### config.mk
export PLATFORM = sky130hd
export DESIGN_NAME = inta_sequencer_flat
export DESIGN_NICKNAME = d
export VERILOG_FILES = /design/src/rtl/pic_pkg.sv /design/src/rtl/inta_sequencer_if.sv /design/src/rtl/inta_edge_detect.sv /design/src/rtl/inta_sequencer.sv /design/src/flat_wrapper.sv
export SDC_FILE = /design/constraint.sdc
export NUM_CORES = 1
export LEC_CHECK = 0
export ABC_AREA = 1
export BUFFER_PORTS_ARGS = -buffer_cell sky130_fd_sc_hd__buf_4
export CAP_MARGIN = 0
export CORE_MARGIN = 2
export CORE_UTILIZATION = 47
export DETAILED_ROUTE_END_ITERATION = 10
export GPL_ROUTABILITY_DRIVEN = 1
export HOLD_SLACK_MARGIN = 0.12
export PLACE_DENSITY = 0.74
export SYNTH_ARGS = -nofsm -noshare
export SYNTH_HDL_FRONTEND = slang
export SYNTH_SLANG_ARGS = --single-unit
### constraint.sdc
create_clock -name CLK -period 1.28 [get_ports CLK]
set_input_delay 0.128 -clock CLK [delete_from_list [all_inputs] [get_ports CLK]]
set_output_delay 0.128 -clock CLK [all_outputs]
set_load 0.05 [all_outputs]
### src/rtl/pic_pkg.sv
// rtl/pic_pkg.sv - shared INTA sequencer state encoding and ISR decode helper
package pic_pkg;

    localparam logic [1:0] ST_IDLE  = 2'd0;
    localparam logic [1:0] ST_ACK1  = 2'd1;
    localparam logic [1:0] ST_WAIT2 = 2'd2;
    localparam logic [1:0] ST_ACK2  = 2'd3;

    localparam logic [2:0] SPURIOUS_ID = 3'd7;

    function automatic logic [7:0] onehot8(input logic [2:0] idx);
        onehot8 = 8'b0000_0001 << idx;
    endfunction

endpackage

### src/rtl/inta_sequencer_if.sv
// rtl/inta_sequencer_if.sv - acknowledge, resolver, cascade and data-bus signals of the INTA sequencer
interface inta_sequencer_if;

    logic       INTA_N;
    logic       IRQ_VALID;
    logic [2:0] IRQ_ID;
    logic       SNGL;
    logic       SPEN;
    logic [7:0] SLAVE_MASK;
    logic       CAS_ACK;
    logic [4:0] VECTOR_BASE;
    logic       AEOI;
    logic       FREEZE;
    logic [7:0] ISR_SET;
    logic [7:0] AEOI_CLR;
    logic [2:0] SLAVE_ADRESS;
    logic       CAS_DRIVE;
    logic [7:0] DATA_OUT;
    logic       DATA_OE;
    logic       BUSY;
    logic       TIMEOUT_ERR;

    modport master (
        output INTA_N, IRQ_VALID, IRQ_ID, SNGL, SPEN, SLAVE_MASK, CAS_ACK, VECTOR_BASE, AEOI,
        input  FREEZE, ISR_SET, AEOI_CLR, SLAVE_ADRESS, CAS_DRIVE, DATA_OUT, DATA_OE, BUSY, TIMEOUT_ERR
    );

    modport slave (
        input  INTA_N, IRQ_VALID, IRQ_ID, SNGL, SPEN, SLAVE_MASK, CAS_ACK, VECTOR_BASE, AEOI,
        output FREEZE, ISR_SET, AEOI_CLR, SLAVE_ADRESS, CAS_DRIVE, DATA_OUT, DATA_OE, BUSY, TIMEOUT_ERR
    );

endinterface

### src/rtl/inta_edge_detect.sv
// rtl/inta_edge_detect.sv - registers INTA_N and flags its falling and rising edges
module inta_edge_detect (
    input  logic CLK,
    input  logic RST,
    input  logic INTA_N,
    output logic fall,
    output logic rise
);

    logic inta_q;

    // Resetting to 0 means a strobe held low through reset must go high before it counts.
    always_ff @(posedge CLK or posedge RST) begin
        if (RST) begin
            inta_q <= 1'b0;
        end else begin
            inta_q <= INTA_N;
        end
    end

    assign fall = inta_q & ~INTA_N;
    assign rise = ~inta_q & INTA_N;

endmodule

### src/rtl/inta_sequencer.sv
// rtl/inta_sequencer.sv - 8259 two-pulse interrupt-acknowledge sequencer
module inta_sequencer
    import pic_pkg::*;
#(
    parameter int TIMEOUT_CYCLES = 64,
    parameter int CNT_W          = 8
) (
    input  logic           CLK,
    input  logic           RST,
    inta_sequencer_if.slave bus
);

    localparam logic [CNT_W-1:0] CNT_LAST = CNT_W'(TIMEOUT_CYCLES - 1);

    logic [1:0]       state;
    logic [2:0]       cur_id;
    logic             cur_valid;
    logic             respond;
    logic             isr_done;
    logic [CNT_W-1:0] cnt;
    logic             fall;
    logic             rise;
    logic             cascade_hit;

    inta_edge_detect u_edge (
        .CLK    (CLK),
        .RST    (RST),
        .INTA_N (bus.INTA_N),
        .fall   (fall),
        .rise   (rise)
    );

    assign cascade_hit = bus.SPEN & bus.IRQ_VALID & bus.SLAVE_MASK[bus.IRQ_ID];
    assign bus.BUSY    = (state != ST_IDLE);

    always_ff @(posedge CLK or posedge RST) begin
        if (RST) begin
            state            <= ST_IDLE;
            cur_id           <= 3'd0;
            cur_valid        <= 1'b0;
            respond          <= 1'b0;
            isr_done         <= 1'b0;
            cnt              <= '0;
            bus.FREEZE       <= 1'b0;
            bus.ISR_SET      <= 8'h00;
            bus.AEOI_CLR     <= 8'h00;
            bus.SLAVE_ADRESS <= 3'd0;
            bus.CAS_DRIVE    <= 1'b0;
            bus.DATA_OUT     <= 8'h00;
            bus.DATA_OE      <= 1'b0;
            bus.TIMEOUT_ERR  <= 1'b0;
        end else begin
            bus.ISR_SET     <= 8'h00;
            bus.AEOI_CLR    <= 8'h00;
            bus.TIMEOUT_ERR <= 1'b0;

            case (state)
                ST_IDLE: begin
                    if (fall) begin
                        state      <= ST_ACK1;
                        cur_id     <= bus.IRQ_VALID ? bus.IRQ_ID : SPURIOUS_ID;
                        cur_valid  <= bus.IRQ_VALID;
                        isr_done   <= 1'b0;
                        bus.FREEZE <= 1'b1;
                        // A slave learns whether it responds only from CAS_ACK at the end of pulse 1.
                        if (bus.SNGL) begin
                            respond <= 1'b1;
                        end else if (bus.SPEN) begin
                            respond          <= ~cascade_hit;
                            bus.CAS_DRIVE    <= cascade_hit;
                            bus.SLAVE_ADRESS <= cascade_hit ? bus.IRQ_ID : 3'd0;
                        end else begin
                            respond <= 1'b0;
                        end
                    end
                end

                ST_ACK1: begin
                    if (rise) begin
                        state <= ST_WAIT2;
                        cnt   <= '0;
                        if (!bus.SNGL && !bus.SPEN) begin
                            respond <= bus.CAS_ACK;
                        end
                        if (cur_valid && (bus.SPEN || bus.SNGL || bus.CAS_ACK)) begin
                            bus.ISR_SET <= onehot8(cur_id);
                            isr_done    <= 1'b1;
                        end
                    end
                end

                ST_WAIT2: begin
                    if (fall) begin
                        state        <= ST_ACK2;
                        bus.DATA_OE  <= respond;
                        bus.DATA_OUT <= respond ? {bus.VECTOR_BASE, cur_id} : 8'h00;
                    end else if (cnt == CNT_LAST) begin
                        // Abort leaves the ISR bit set; software must clear it.
                        state            <= ST_IDLE;
                        cnt              <= '0;
                        bus.TIMEOUT_ERR  <= 1'b1;
                        bus.FREEZE       <= 1'b0;
                        bus.CAS_DRIVE    <= 1'b0;
                        bus.SLAVE_ADRESS <= 3'd0;
                        bus.DATA_OE      <= 1'b0;
                        bus.DATA_OUT     <= 8'h00;
                    end else begin
                        cnt <= cnt + 1'b1;
                    end
                end

                ST_ACK2: begin
                    if (rise) begin
                        state            <= ST_IDLE;
                        bus.FREEZE       <= 1'b0;
                        bus.CAS_DRIVE    <= 1'b0;
                        bus.SLAVE_ADRESS <= 3'd0;
                        bus.DATA_OE      <= 1'b0;
                        bus.DATA_OUT     <= 8'h00;
                        if (bus.AEOI && isr_done) begin
                            bus.AEOI_CLR <= onehot8(cur_id);
                        end
                    end
                end

                default: state <= ST_IDLE;
            endcase
        end
    end

endmodule

### src/flat_wrapper.sv
// flat-port wrapper written by rule: the top's interface ports become plain ports
module inta_sequencer_flat import pic_pkg::*;
#(
    parameter int TIMEOUT_CYCLES = 64,
    parameter int CNT_W          = 8
)
  (CLK, RST, bus_INTA_N, bus_IRQ_VALID, bus_IRQ_ID, bus_SNGL, bus_SPEN, bus_SLAVE_MASK, bus_CAS_ACK, bus_VECTOR_BASE, bus_AEOI, bus_FREEZE, bus_ISR_SET, bus_AEOI_CLR, bus_SLAVE_ADRESS, bus_CAS_DRIVE, bus_DATA_OUT, bus_DATA_OE, bus_BUSY, bus_TIMEOUT_ERR);
  inta_sequencer_if bus_i ();
  input  logic CLK;
  input  logic RST;
  input wire logic [$bits(bus_i.INTA_N)-1:0] bus_INTA_N;
  input wire logic [$bits(bus_i.IRQ_VALID)-1:0] bus_IRQ_VALID;
  input wire logic [$bits(bus_i.IRQ_ID)-1:0] bus_IRQ_ID;
  input wire logic [$bits(bus_i.SNGL)-1:0] bus_SNGL;
  input wire logic [$bits(bus_i.SPEN)-1:0] bus_SPEN;
  input wire logic [$bits(bus_i.SLAVE_MASK)-1:0] bus_SLAVE_MASK;
  input wire logic [$bits(bus_i.CAS_ACK)-1:0] bus_CAS_ACK;
  input wire logic [$bits(bus_i.VECTOR_BASE)-1:0] bus_VECTOR_BASE;
  input wire logic [$bits(bus_i.AEOI)-1:0] bus_AEOI;
  output wire logic [$bits(bus_i.FREEZE)-1:0] bus_FREEZE;
  output wire logic [$bits(bus_i.ISR_SET)-1:0] bus_ISR_SET;
  output wire logic [$bits(bus_i.AEOI_CLR)-1:0] bus_AEOI_CLR;
  output wire logic [$bits(bus_i.SLAVE_ADRESS)-1:0] bus_SLAVE_ADRESS;
  output wire logic [$bits(bus_i.CAS_DRIVE)-1:0] bus_CAS_DRIVE;
  output wire logic [$bits(bus_i.DATA_OUT)-1:0] bus_DATA_OUT;
  output wire logic [$bits(bus_i.DATA_OE)-1:0] bus_DATA_OE;
  output wire logic [$bits(bus_i.BUSY)-1:0] bus_BUSY;
  output wire logic [$bits(bus_i.TIMEOUT_ERR)-1:0] bus_TIMEOUT_ERR;
  assign bus_i.INTA_N = bus_INTA_N;
  assign bus_i.IRQ_VALID = bus_IRQ_VALID;
  assign bus_i.IRQ_ID = bus_IRQ_ID;
  assign bus_i.SNGL = bus_SNGL;
  assign bus_i.SPEN = bus_SPEN;
  assign bus_i.SLAVE_MASK = bus_SLAVE_MASK;
  assign bus_i.CAS_ACK = bus_CAS_ACK;
  assign bus_i.VECTOR_BASE = bus_VECTOR_BASE;
  assign bus_i.AEOI = bus_AEOI;
  assign bus_FREEZE = bus_i.FREEZE;
  assign bus_ISR_SET = bus_i.ISR_SET;
  assign bus_AEOI_CLR = bus_i.AEOI_CLR;
  assign bus_SLAVE_ADRESS = bus_i.SLAVE_ADRESS;
  assign bus_CAS_DRIVE = bus_i.CAS_DRIVE;
  assign bus_DATA_OUT = bus_i.DATA_OUT;
  assign bus_DATA_OE = bus_i.DATA_OE;
  assign bus_BUSY = bus_i.BUSY;
  assign bus_TIMEOUT_ERR = bus_i.TIMEOUT_ERR;
  inta_sequencer #(.TIMEOUT_CYCLES(TIMEOUT_CYCLES), .CNT_W(CNT_W)) u_core (.CLK(CLK), .RST(RST), .bus(bus_i));
endmodule
==> key figures <==
Synthesis
  – Synth Area in XOR/XNOR: 0.00833
  – Synthesized area per cell: 8.58 sq um
  – Post-Syn Area: 0.00210 sq mm
  – Mapped Cells: 245
  – Largest family of logic cells by synthesized area: simple AND/OR/NAND/NOR gates
  – Synth top area cells: dfrtp_1, nand2_1, nand3_1
  – Syn nets: 270
  – Post-synthesis mux area share: 0
  – Synth Area in Adders: 0.00595
  – Synth Area in Compound Gates: 0.0541
  – #FFs+latches synth: 48
  – Distinct cells, synth: 24
  – Post-synthesis sequential area ratio: 0.571
  – Post-synthesis simple-gate area fraction: 0.306
  – Share of the synthesized area in the top cell type: 0.571
  – Synth area leader: dfrtp_1
  – YS warnings: 0

Floorplanning
  – Number of core rows: 24
  – DIE WIDTH: 70.9 um
  – Starting density of the core: 0.486
  – Die area: 0.00503 sq mm
  – Core area: 0.00432 sq mm
  – Num ports: 56
  – DIE HEIGHT: 70.9 um

Global routing
  – Congestion Overflow GR: 0
  – Largest net degree at the start of global routing: 29
  – First-pass GRT wire length: 9450 um
  – Initial antenna violation count: 0
  – Total GRT Usage: 0.241
  – Vias in the first global route: 2,111

Placed design
  – Dpl cells: 386
  – Post-place setup slack: -0.107 ns
  – Post-DP HPWL: 3670 um
  – Port Buffers: 55
  – Routability cong.: 0.929
  – DP Area: 0.00288 sq mm

Drt
  – WL per Instance: 15.8 um
  – Vias per inst: 5.30
  – Routed vias: 2,222
  – Detailed Routing Iterations Pass 1: 4
  – Antenna violation net count after detailed routing: 0
  – Residual DRC: 0
  – Initial drt markers: 244
  – Post-Route WL: 6640 um

Worst setup path
  – WP data required: 1.50 ns
  – Crit path max fanout: 4
  – Worst flop-to-flop path endpoint: u_core.cnt[2]
  – Startpoint types: input pin
  – Worst r2r path cells: 7
  – Critical path arrival: 1.71 ns
  – CP endpoint kind: flop
  – Critical path class: input pin to flop
  – Reg2Reg Launch Point: u_core.state[1]
  – FF-to-FF setup slack: -0.20 ns

Clock network
  – Reg clk slew, reported paths: 0.10 ns
  – CTS tree: done
  – H-tree depth: 2
  – Root Buffer: clkbuf_8
  – Clk Latency, worst-skew pair: 0.32 ns
  – Num CTS Buffers: 5
  – Clock Sinks: 48
  – Clock buffer depth: 2

Worst hold path
  – Sink of the worst hold path: u_core.bus.ISR_SET[1]
  – Min-delay src: bus_CAS_ACK
  – WHS Path Cells: 3
  – Hold Crit Class: input pin to flop

Timing
  – Clock Skew: 0.0117 ns
  – Tmin final: 1.49 ns
  – RSZ-0062 raised after global routing: yes
  – Final worst slack: -0.209 ns
  – Post-route clock period utilization: 1.16
  – Measured slew at the worst slew-check pin: 0.353 ns
  – Max Slew Vio Count: 0
  – Fmax achieved: 672 MHz
  – Final setup fails: 30
  – WHS: 0.137 ns
  – Worst slew margin: 0.763
  – Final-report hold violation count: 0

Layout
  – Final net count: 391
  – Area Growth Syn to Fin: 65.6%
  – Final cell count without fillers: 419
  – # diodes: 0
  – Share of cells above drive strength 1: 0.480
  – Finished Cell Area: 0.00348 sq mm
  – Final core occ: 0.806

Power
  – Pwr Density: 1970 mW/mm^2
  – Peak supply drop: 1.71 mV
  – Static leakage: 0.00181 uW

Run status
  – Status: finished with violations
  – Failing checks: negative setup slack

Run
  – Max-cap violations: 0
## synth_stat cells
library cell,count
a21oi_2,1
inv_1,28
o31ai_2,1
nand2_1,72
nor3_1,2
nand2_2,2
a21oi_1,8
o21ai_0,4
nand3_2,3
nand2_4,1
nand4_1,3
inv_2,1
o21ai_1,2
nor2_2,3
xnor2_1,1
dfrtp_1,48
ha_1,1
nor2_4,2
nand3b_1,1
xor2_1,1
nor2_1,30
buf_2,1
nand3_1,26
a22oi_1,3
## area by class of cell
type | count | area [sq um]
inverters | 29 | 111
clock buffers | 6 | 82.6
multi-input cells | 168 | 1020
well taps | 52 | 65.1
repair buffers | 114 | 957
fillers | 272 | 841
clock inverters | 2 | 38.8
flip-flops and latches | 48 | 1200
## power by group
part | switching, uW | internal, uW
clock | 547 | 639
combinational | 2120 | 1420
sequential | 298 | 1820
## kinds of logic after synthesis
| kind of cell | after synthesis |
|---|---|
| and+or+nand+nor | 145 |
| DFF | 48 |
| buffers and inverters | 30 |
| AOI/OAI and AO/OA | 19 |
| xor gates and xnor gates | 2 |
| adders and majority gates | 1 |
## sequential cells by signal, summed over array words and instances, names as in the netlist
| name | flops |
|---|---|
| u_core.bus.AEOI_CLR | 8 |
| u_core.bus.SLAVE_ADRESS | 3 |
| u_core.cnt | 8 |
| u_core.respond | 1 |
| u_core.bus.DATA_OUT | 8 |
| u_core.cur_valid | 1 |
| u_core.bus.DATA_OE | 1 |
| u_core.isr_done | 1 |
| u_core.bus.CAS_DRIVE | 1 |
| u_core.cur_id | 3 |
| u_core.bus.ISR_SET | 8 |
| u_core.u_edge.inta_q | 1 |
| u_core.bus.FREEZE | 1 |
| u_core.state | 2 |
| u_core.bus.TIMEOUT_ERR | 1 |
## metal layers
layer / GRT usage / wire (um)
met4: 0.0860 / 214
met5: 0 / 0
met1: 0.297 / 2580
met3: 0.0584 / 414
met2: 0.413 / 3430
## metrics by stage
stage	total power (uW)	TNS [ns]
6_report	6850	-2.83
3_3_place_gp	4650	-1.12
2_1_floorplan	3660	0
3_5_place_dp	4710	-2.04
4_1_cts	6190	-1.51
5_1_grt	7140	-5.68
## timing repair
action / 4_1_cts / 5_1_grt
endpoints found under the setup margin: 36 / 40
resized for setup: 31 / 48
gates cloned: 0 / 1
pin swaps: 11 / 21
buffers inserted: 5 / 8
hold buffers: 11 / 0
hold endpoints to repair: 59 / 0
## worst max path at each step
stage	from	end	slack, ns
floorplan	u_core.state[1]	u_core.cur_id[0]	0.001
global placement	u_core.state[0]	u_core.cnt[2]	-0.10
detailed placement	u_core.state[1]	u_core.isr_done	-0.11
CTS	u_core.state[0]	u_core.cnt[4]	-0.09
global route	u_core.state[1]	u_core.cnt[2]	-0.28
finish	bus_IRQ_ID[1]	u_core.bus.SLAVE_ADRESS[2]	-0.21
## worst max-delay path, cell delays in order
cell and delay [ns]:
dlygate4sd3_1 0.57, buf_4 0.17, inv_1 0.12, nand3_1 0.13
nand3_1 0.13, nand2_1 0.08, nand2_1 0.09, inv_1 0.11
nand3_1 0.12, nand2_1 0.06
## cell usage in the layout, fill, tap and decap left out, types with 6 or more instances in the layout
master         synthesis  final
buf_4                  0     89
nand2_1               72     58
dfrtp_1               48     46
nor2_1                30     22
nand3_1               26     19
inv_1                 28     17
nand2_2                2     12
inv_2                  1     11
dlygate4sd3_1          0     11
buf_6                  0     11
nor2_4                 2      9
nand3_2                3      6
clkbuf_8               0      6
(Power assumes the default switching activity.)
